$ cat src/rtl/mab_calc.sv
// Effective-address calculator for MSP430 source/destination operands.
// Decodes the addressing mode, fetches the index word when needed and presents a registered result.
module mab_calc #(
  parameter int WIDTH = 16,
  parameter bit CG_EN = 1'b1
) (
  input  logic             clk,
  input  logic             rst_n,
  input  logic             start,
  input  logic [1:0]       mode,
  input  logic [3:0]       reg_num,
  input  logic             BW,
  input  logic [WIDTH-1:0] reg_val,
  input  logic [WIDTH-1:0] reg_PC_out,
  input  logic [WIDTH-1:0] MDB_out,
  input  logic             mem_rdy,
  input  logic             ack,
  output logic [WIDTH-1:0] CALC_out,
  output logic             CALC_done,
  output logic [1:0]       CALC_kind,
  output logic             CALC_busy,
  output logic             X_fetch,
  output logic             PC_inc,
  output logic             Rn_inc,
  output logic [1:0]       Rn_inc_amt
);

  typedef enum logic [1:0] {S_IDLE, S_FETCH, S_ADD, S_DONE} state_t;

  localparam logic [1:0] KIND_MEM   = 2'd0;
  localparam logic [1:0] KIND_REG   = 2'd1;
  localparam logic [1:0] KIND_CONST = 2'd2;

  state_t           state_reg, state_next;
  logic [3:0]       rn_reg, rn_next;
  logic [WIDTH-1:0] rv_reg, rv_next;
  logic [WIDTH-1:0] x_reg, x_next;
  logic [WIDTH-1:0] base_reg, base_next;
  logic [WIDTH-1:0] out_reg, out_next;
  logic [1:0]       kind_reg, kind_next;
  logic             pc_inc_reg, pc_inc_next;
  logic             rn_inc_reg, rn_inc_next;
  logic [1:0]       amt_reg, amt_next;

  logic             is_cg;
  logic [WIDTH-1:0] cg_val;
  logic             load;

  // Constant generator: R3 in every mode, R2 only in the two indirect modes.
  always_comb begin
    is_cg  = 1'b0;
    cg_val = '0;
    if (CG_EN) begin
      if (reg_num == 4'd3) begin
        is_cg = 1'b1;
        case (mode)
          2'b00:   cg_val = '0;
          2'b01:   cg_val = WIDTH'(1);
          2'b10:   cg_val = WIDTH'(2);
          default: cg_val = '1;
        endcase
      end else if (reg_num == 4'd2 && mode[1]) begin
        is_cg  = 1'b1;
        cg_val = mode[0] ? WIDTH'(8) : WIDTH'(4);
      end
    end
  end

  always_comb begin
    state_next  = state_reg;
    rn_next     = rn_reg;
    rv_next     = rv_reg;
    x_next      = x_reg;
    base_next   = base_reg;
    out_next    = out_reg;
    kind_next   = kind_reg;
    amt_next    = amt_reg;
    pc_inc_next = 1'b0;
    rn_inc_next = 1'b0;
    load        = 1'b0;

    case (state_reg)
      S_IDLE: load = start;
      S_FETCH: begin
        if (mem_rdy) begin
          x_next = MDB_out;
          if (CG_EN && rn_reg == 4'd2)
            base_next = '0;
          else if (rn_reg == 4'd0)
            base_next = reg_PC_out;
          else
            base_next = rv_reg;
          pc_inc_next = 1'b1;
          state_next  = S_ADD;
        end
      end
      S_ADD: begin
        out_next   = base_reg + x_reg;
        kind_next  = KIND_MEM;
        state_next = S_DONE;
      end
      S_DONE: begin
        if (ack) begin
          load       = start;
          state_next = S_IDLE;
        end
      end
      default: state_next = S_IDLE;
    endcase

    // Shared decode so a DONE+ack+start turns straight into the next op.
    if (load) begin
      rn_next  = reg_num;
      rv_next  = reg_val;
      amt_next = (BW && reg_num > 4'd1) ? 2'd1 : 2'd2;
      if (is_cg) begin
        out_next   = cg_val;
        kind_next  = KIND_CONST;
        state_next = S_DONE;
      end else if (mode == 2'b00) begin
        out_next   = reg_val;
        kind_next  = KIND_REG;
        state_next = S_DONE;
      end else if (mode == 2'b01) begin
        state_next = S_FETCH;
      end else begin
        out_next    = reg_val;
        kind_next   = KIND_MEM;
        rn_inc_next = mode[0];
        state_next  = S_DONE;
      end
    end
  end

  always_ff @(posedge clk or negedge rst_n) begin
    if (!rst_n) begin
      state_reg  <= S_IDLE;
      rn_reg     <= '0;
      rv_reg     <= '0;
      x_reg      <= '0;
      base_reg   <= '0;
      out_reg    <= '0;
      kind_reg   <= '0;
      amt_reg    <= '0;
      pc_inc_reg <= 1'b0;
      rn_inc_reg <= 1'b0;
    end else begin
      state_reg  <= state_next;
      rn_reg     <= rn_next;
      rv_reg     <= rv_next;
      x_reg      <= x_next;
      base_reg   <= base_next;
      out_reg    <= out_next;
      kind_reg   <= kind_next;
      amt_reg    <= amt_next;
      pc_inc_reg <= pc_inc_next;
      rn_inc_reg <= rn_inc_next;
    end
  end

  assign CALC_out   = out_reg;
  assign CALC_kind  = kind_reg;
  assign CALC_done  = (state_reg == S_DONE);
  assign CALC_busy  = (state_reg != S_IDLE);
  assign X_fetch    = (state_reg == S_FETCH);
  assign PC_inc     = pc_inc_reg;
  assign Rn_inc     = rn_inc_reg;
  assign Rn_inc_amt = amt_reg;

endmodule
$ cat config.mk
export PLATFORM = sky130hd
export DESIGN_NAME = mab_calc
export DESIGN_NICKNAME = d
export VERILOG_FILES = /design/src/rtl/mab_calc.sv
export SDC_FILE = /design/constraint.sdc
export NUM_CORES = 1
export LEC_CHECK = 0
export CAP_MARGIN = 0
export CORE_MARGIN = 2
export CORE_UTILIZATION = 52
export CTS_BUF_LIST = sky130_fd_sc_hd__clkbuf_8 sky130_fd_sc_hd__clkbuf_16
export DETAILED_ROUTE_END_ITERATION = 12
export PLACE_DENSITY = 0.89
export SYNTH_ARGS = -nofsm -noshare
export SYNTH_HDL_FRONTEND = slang
export SYNTH_SLANG_ARGS = --single-unit
$ cat constraint.sdc
create_clock -name clk -period 3.5 [get_ports clk]
set_clock_uncertainty 0.15 [all_clocks]
set_input_delay 0.525 -clock clk [delete_from_list [all_inputs] [get_ports clk]]
set_output_delay 0.525 -clock clk [all_outputs]
set_load 0.01 [all_outputs]
---- After elaboration in Yosys (flattened, before gate mapping) ----
Index checks and enable logic that the tools add are counted.
word-level totals
  logic and storage cells ................. 65
  register bits ........................... 76
cells by class
  equality and inequality tests ........... 10
  muxes and demuxes ....................... 34
  $add $sub $neg .......................... 1
  reduce and logical (&&, ||, !) cells .... 9
  $lt $le $gt $ge ......................... 1
operators by type and width
  cell                  number
  $mux W16              8
  $pmux W16 S3          1
  $mux W2               12
  $add A16 B16 Y16      1
  $eq A4 B2 Y1 const B  3
  $mux W1               9
  $mux W4               2
  $eq A2 B2 Y1 const B  3
  $ne A3 B2 Y1 const B  2
  $pmux W2 S3           1
  $eq A2 B1 Y1 const B  2
  $gt A4 B1 Y1 const B  1
  $logic_not A2 Y1      2
  $logic_not A4 Y1      1
  $reduce_bool A4 Y1    1
  $reduce_and A3 Y1     1
  $logic_and A1 B1 Y1   2
  $pmux W1 S2           1
  $reduce_and A2 Y1     1
  $reduce_bool A2 Y1    1

---- Longest topological paths before layout ----
  word-level depth ........................ 6
  gate-level depth with buffers ........... 8
  gate-level depth less buffers ........... 7

---- Worst setup path before layout ----
Ideal clock, no wire load.
  path type ............................... register to register
  start ................................... register x_reg[0]
  end ..................................... register out_reg[14] (netlist: CALC_out[14])
  path slack .............................. 1.052 ns
  stages on the path, launching flop included .. 8
  buffers on the path ..................... 0
  arrival time ............................ 2.179 ns
  cell sequence ........................... dfrtp_1 > ha_1 > fa_1 > a21o_1 > o2bb2ai_4 > o311a_1 > or4_1 > and3_1
between the ends
  longest elaborated chain between the ends .. 6
RTL lines
  item                    RTL line  source
  from (decl)             37        logic [WIDTH-1:0] x_reg, x_next;
  from (signal assigned)  151       x_reg <= x_next;
  $add A16 B16 Y16 (*)    98        out_next = base_reg + x_reg;
  $mux W16 (*)            82        case (state_reg)
  $mux W16                124       end else if (mode == 2'b01) begin
  $mux W16                120       end else if (mode == 2'b00) begin
  $mux W16                116       if (is_cg) begin
  $mux W16 (*)            112       if (load) begin
  net out_next[14]        39        logic [WIDTH-1:0] out_reg, out_next;
  to (signal assigned)    153       out_reg <= out_next;
  to (decl)               39
Mark *: on every way through the listed nets, which the timed path passes. The rest lies on a longest branch.
A chain may end at the register's enable or synchronous reset.

---- Worst setup path after layout ----
Same ends and word-level chain as after synthesis.

==> impl_metrics.tcl <==
set metrics [dict create \
    slew_violations 0 \
    final_common_cell "nand2_1" \
    p_int_w 0.00287 \
    start_util 0.540 \
    pwr-share-seq 0.318 \
    fin_crit_ns 2.61 \
    drive_above_1_share 0.0933 \
    worst_pin_slew_ns 0.948 \
    crit_path_start_kind "flop" \
    grt_pass1_wl_um 17700 \
    syn_area_sq_mm 0.00422 \
    power.switching_w 0.00219 \
    dp_hpwl_um 7940 \
    crit_chain "ha_1, fa_1, a21o_1, o2bb2ai_4, o311a_1, or4_1, and3_1" \
    p_leak_nw 2.37 \
    ios 85 \
    drc 0 \
    arrival_ns 2.69 \
    core_sq_mm 0.00781 \
    dpl_cell_area_sq_mm 0.00512 \
    vias 3698 \
    grt_pass1_vias 3565 \
    cpMaxStageDelayCell "fa_1" \
    cts_sinks 76 \
    dr.pass1.iters 5 \
    p_sw_frac 0.433 \
    cts_tree "built" \
    dieArea_sq_mm 0.00885 \
    max_cap_viol_count 0 \
    async_flop_share 1.00 \
    ys_seq_elements 76 \
    synth_flop_cell "dfrtp_1" \
    status "finished clean" \
    slew_headroom 0.368 \
    syn2layout_area_growth_pct 25.5 \
    num_antenna_cells 0 \
    crit_family "compound AO/OA/AOI/OAI gates" \
    die_h_um 94.1 \
    hold_slack_ns 0.174 \
    cts_resized 0 \
    cts_buffers 9 \
    io_buffers 84 \
    nets 601 \
    yosysSeqAreaShare 0.451 \
    powerDensity_mw_per_mm2 957 \
    stdcell_count 627 \
    drt.antenna.violating_nets 0 \
    synth_nets 523 \
    yosysUniqueCellTypes 60 \
    grt.overflow.total 0 \
    post_cts_buffers 0 \
    die_x_um 94.1 \
    root_buffer "clkbuf_8" \
    antenna_found_initial 0 \
    hold_violations 0 \
    crit_type "reg2reg" \
    synth.avg_cell_area_sq_um 9.55 \
    tns_ns 0 \
    grt_max_degree 77 \
    vias_per_cell 5.90 \
    cts_hold_buf 0 \
    grt_util_all_layers 0.259 \
    critical_path_peak_fanout 5 \
    row_count 32 \
    path_buf_inv 0 \
    wl_per_cell_um 17.4 \
    place_inst 611 \
    endpoint_kind "flop" \
    clock_power_share 0.119 \
    fin_area_sq_mm 0.00530 \
    worstSkewPairLatency_ns 0.35 \
    synth-edff-count 0 \
    mostFrequentLayoutCells "95 x nand2_1, 83 x clkdlybuf4s50_1, 76 x dfrtp_1" \
    htreeDepth 3 \
    clock_path_buffers 2 \
    p_comb_frac 0.563 \
    totalWireLength_um 10900 \
    clk_pin_slew_worst_paths_ns 0.09 \
    vdd_ir_drop_max_mv 0.375 \
    setup_viol 0 \
    gp_congestion 0.871 \
    n_fill_cell 584 \
    worstPathRequired_ns 3.59 \
    ys_warn_count 0 \
    max_stage_delay_ns 0.41 \
    fmaxAchievable_ghz 0.384 \
    dr.first_iter.drc_count 374 \
    grt_setup_unrepaired "no" \
    hp-class "in2async" \
    fin_crit_sh 0.745 \
    synthCells 442 \
]
## worst reg2reg max path, stage by stage, from the launching register on
cell	delay [ns]
dfrtp_1	0.39
ha_1	0.24
fa_1	0.41
a21o_1	0.24
o2bb2ai_4	0.17
o311a_1	0.31
or4_1	0.40
and3_1	0.18
## cells by family (layout without fill, tap and decap cells)
logic type      Yosys count  in the layout  synth area share
compound gates          110            110             0.170
xor+xnor                 12             12            0.0249
fa+ha+maj                21             21            0.0641
buf+inv                  36            119            0.0374
flops                    76             76             0.451
mux                      39             39            0.0976
simple gates            148            148             0.155
## stage by stage
stage,total power (W),setup slack [ns],util
floorplan,0.00350,1.05,-
global placement,0.00428,0.705,0.656
detailed placement,0.00441,0.585,0.656
CTS,0.00503,0.910,0.678
global route,0.00544,0.705,0.678
finish,0.00507,0.893,0.678
## cell type report
cell class | count | area, sq um | share of cell area
Tap cell | 102 | 128 | 0.0241
Clock inverter | 7 | 51.3 | 0.00969
Clock buffer | 9 | 124 | 0.0234
Multi-Input combinational cell | 330 | 2160 | 0.408
Inverter | 13 | 48.8 | 0.00921
Sequential cell | 76 | 1900 | 0.359
Timing Repair Buffer | 90 | 883 | 0.167
## path summary, 6_finish.rpt
check / endpoint / startpoint / cells past startpoint / slack, ns
worst max-delay path: CALC_out[14] / x_reg[0] / 7 / 0.89
worst min-delay path: x_reg[11] / rst_n / 1 / 0.17
worst max register to register: CALC_out[14] / x_reg[0] / 7 / 0.89
worst min register to register: rv_reg[14] / rv_reg[14] / 2 / 0.33
max in group asynchronous: rn_reg[1] / rst_n / 1 / 2.42
min in group clk: rv_reg[14] / rv_reg[14] / 2 / 0.33
## cell usage after synthesis (2+ instances only)
library cell | n | share of area
a21o_1 | 5 | 0.0089
inv_1 | 13 | 0.012
and3_2 | 2 | 0.0036
nor2_1 | 22 | 0.020
nand3_1 | 4 | 0.0047
a2111oi_0 | 2 | 0.0042
clkbuf_1 | 13 | 0.012
buf_2 | 6 | 0.0071
ha_1 | 20 | 0.059
a22oi_1 | 6 | 0.011
buf_1 | 2 | 0.0018
a21oi_1 | 23 | 0.027
xor2_1 | 7 | 0.015
a221oi_1 | 6 | 0.012
nand2_1 | 95 | 0.085
nor3_1 | 4 | 0.0047
xnor2_1 | 5 | 0.010
o31ai_1 | 2 | 0.0036
mux2i_1 | 22 | 0.052
o21ai_0 | 38 | 0.045
dfrtp_1 | 76 | 0.45
o211ai_1 | 5 | 0.0089
and2_1 | 5 | 0.0074
mux2_2 | 17 | 0.045
o22ai_1 | 2 | 0.0030
buf_6 | 2 | 0.0053
and3_1 | 3 | 0.0044
a31oi_1 | 3 | 0.0044
## metal layers
layer | wire [um] | global-route usage
met1 | 4730 | 0.363
met5 | 0 | 0
met4 | 218 | 0.0966
met3 | 731 | 0.0474
met2 | 5200 | 0.402
## power groups by stage
stage	Clock [W]	Combinational, W	Sequential [W]
2_1_floorplan	0	0.00193	0.00158
3_3_place_gp	0	0.00268	0.00161
3_5_place_dp	0	0.00279	0.00162
4_1_cts	0.000610	0.00281	0.00161
5_1_grt	0.000652	0.00314	0.00165
6_report	0.000604	0.00285	0.00161
(Power assumes the default switching activity.)
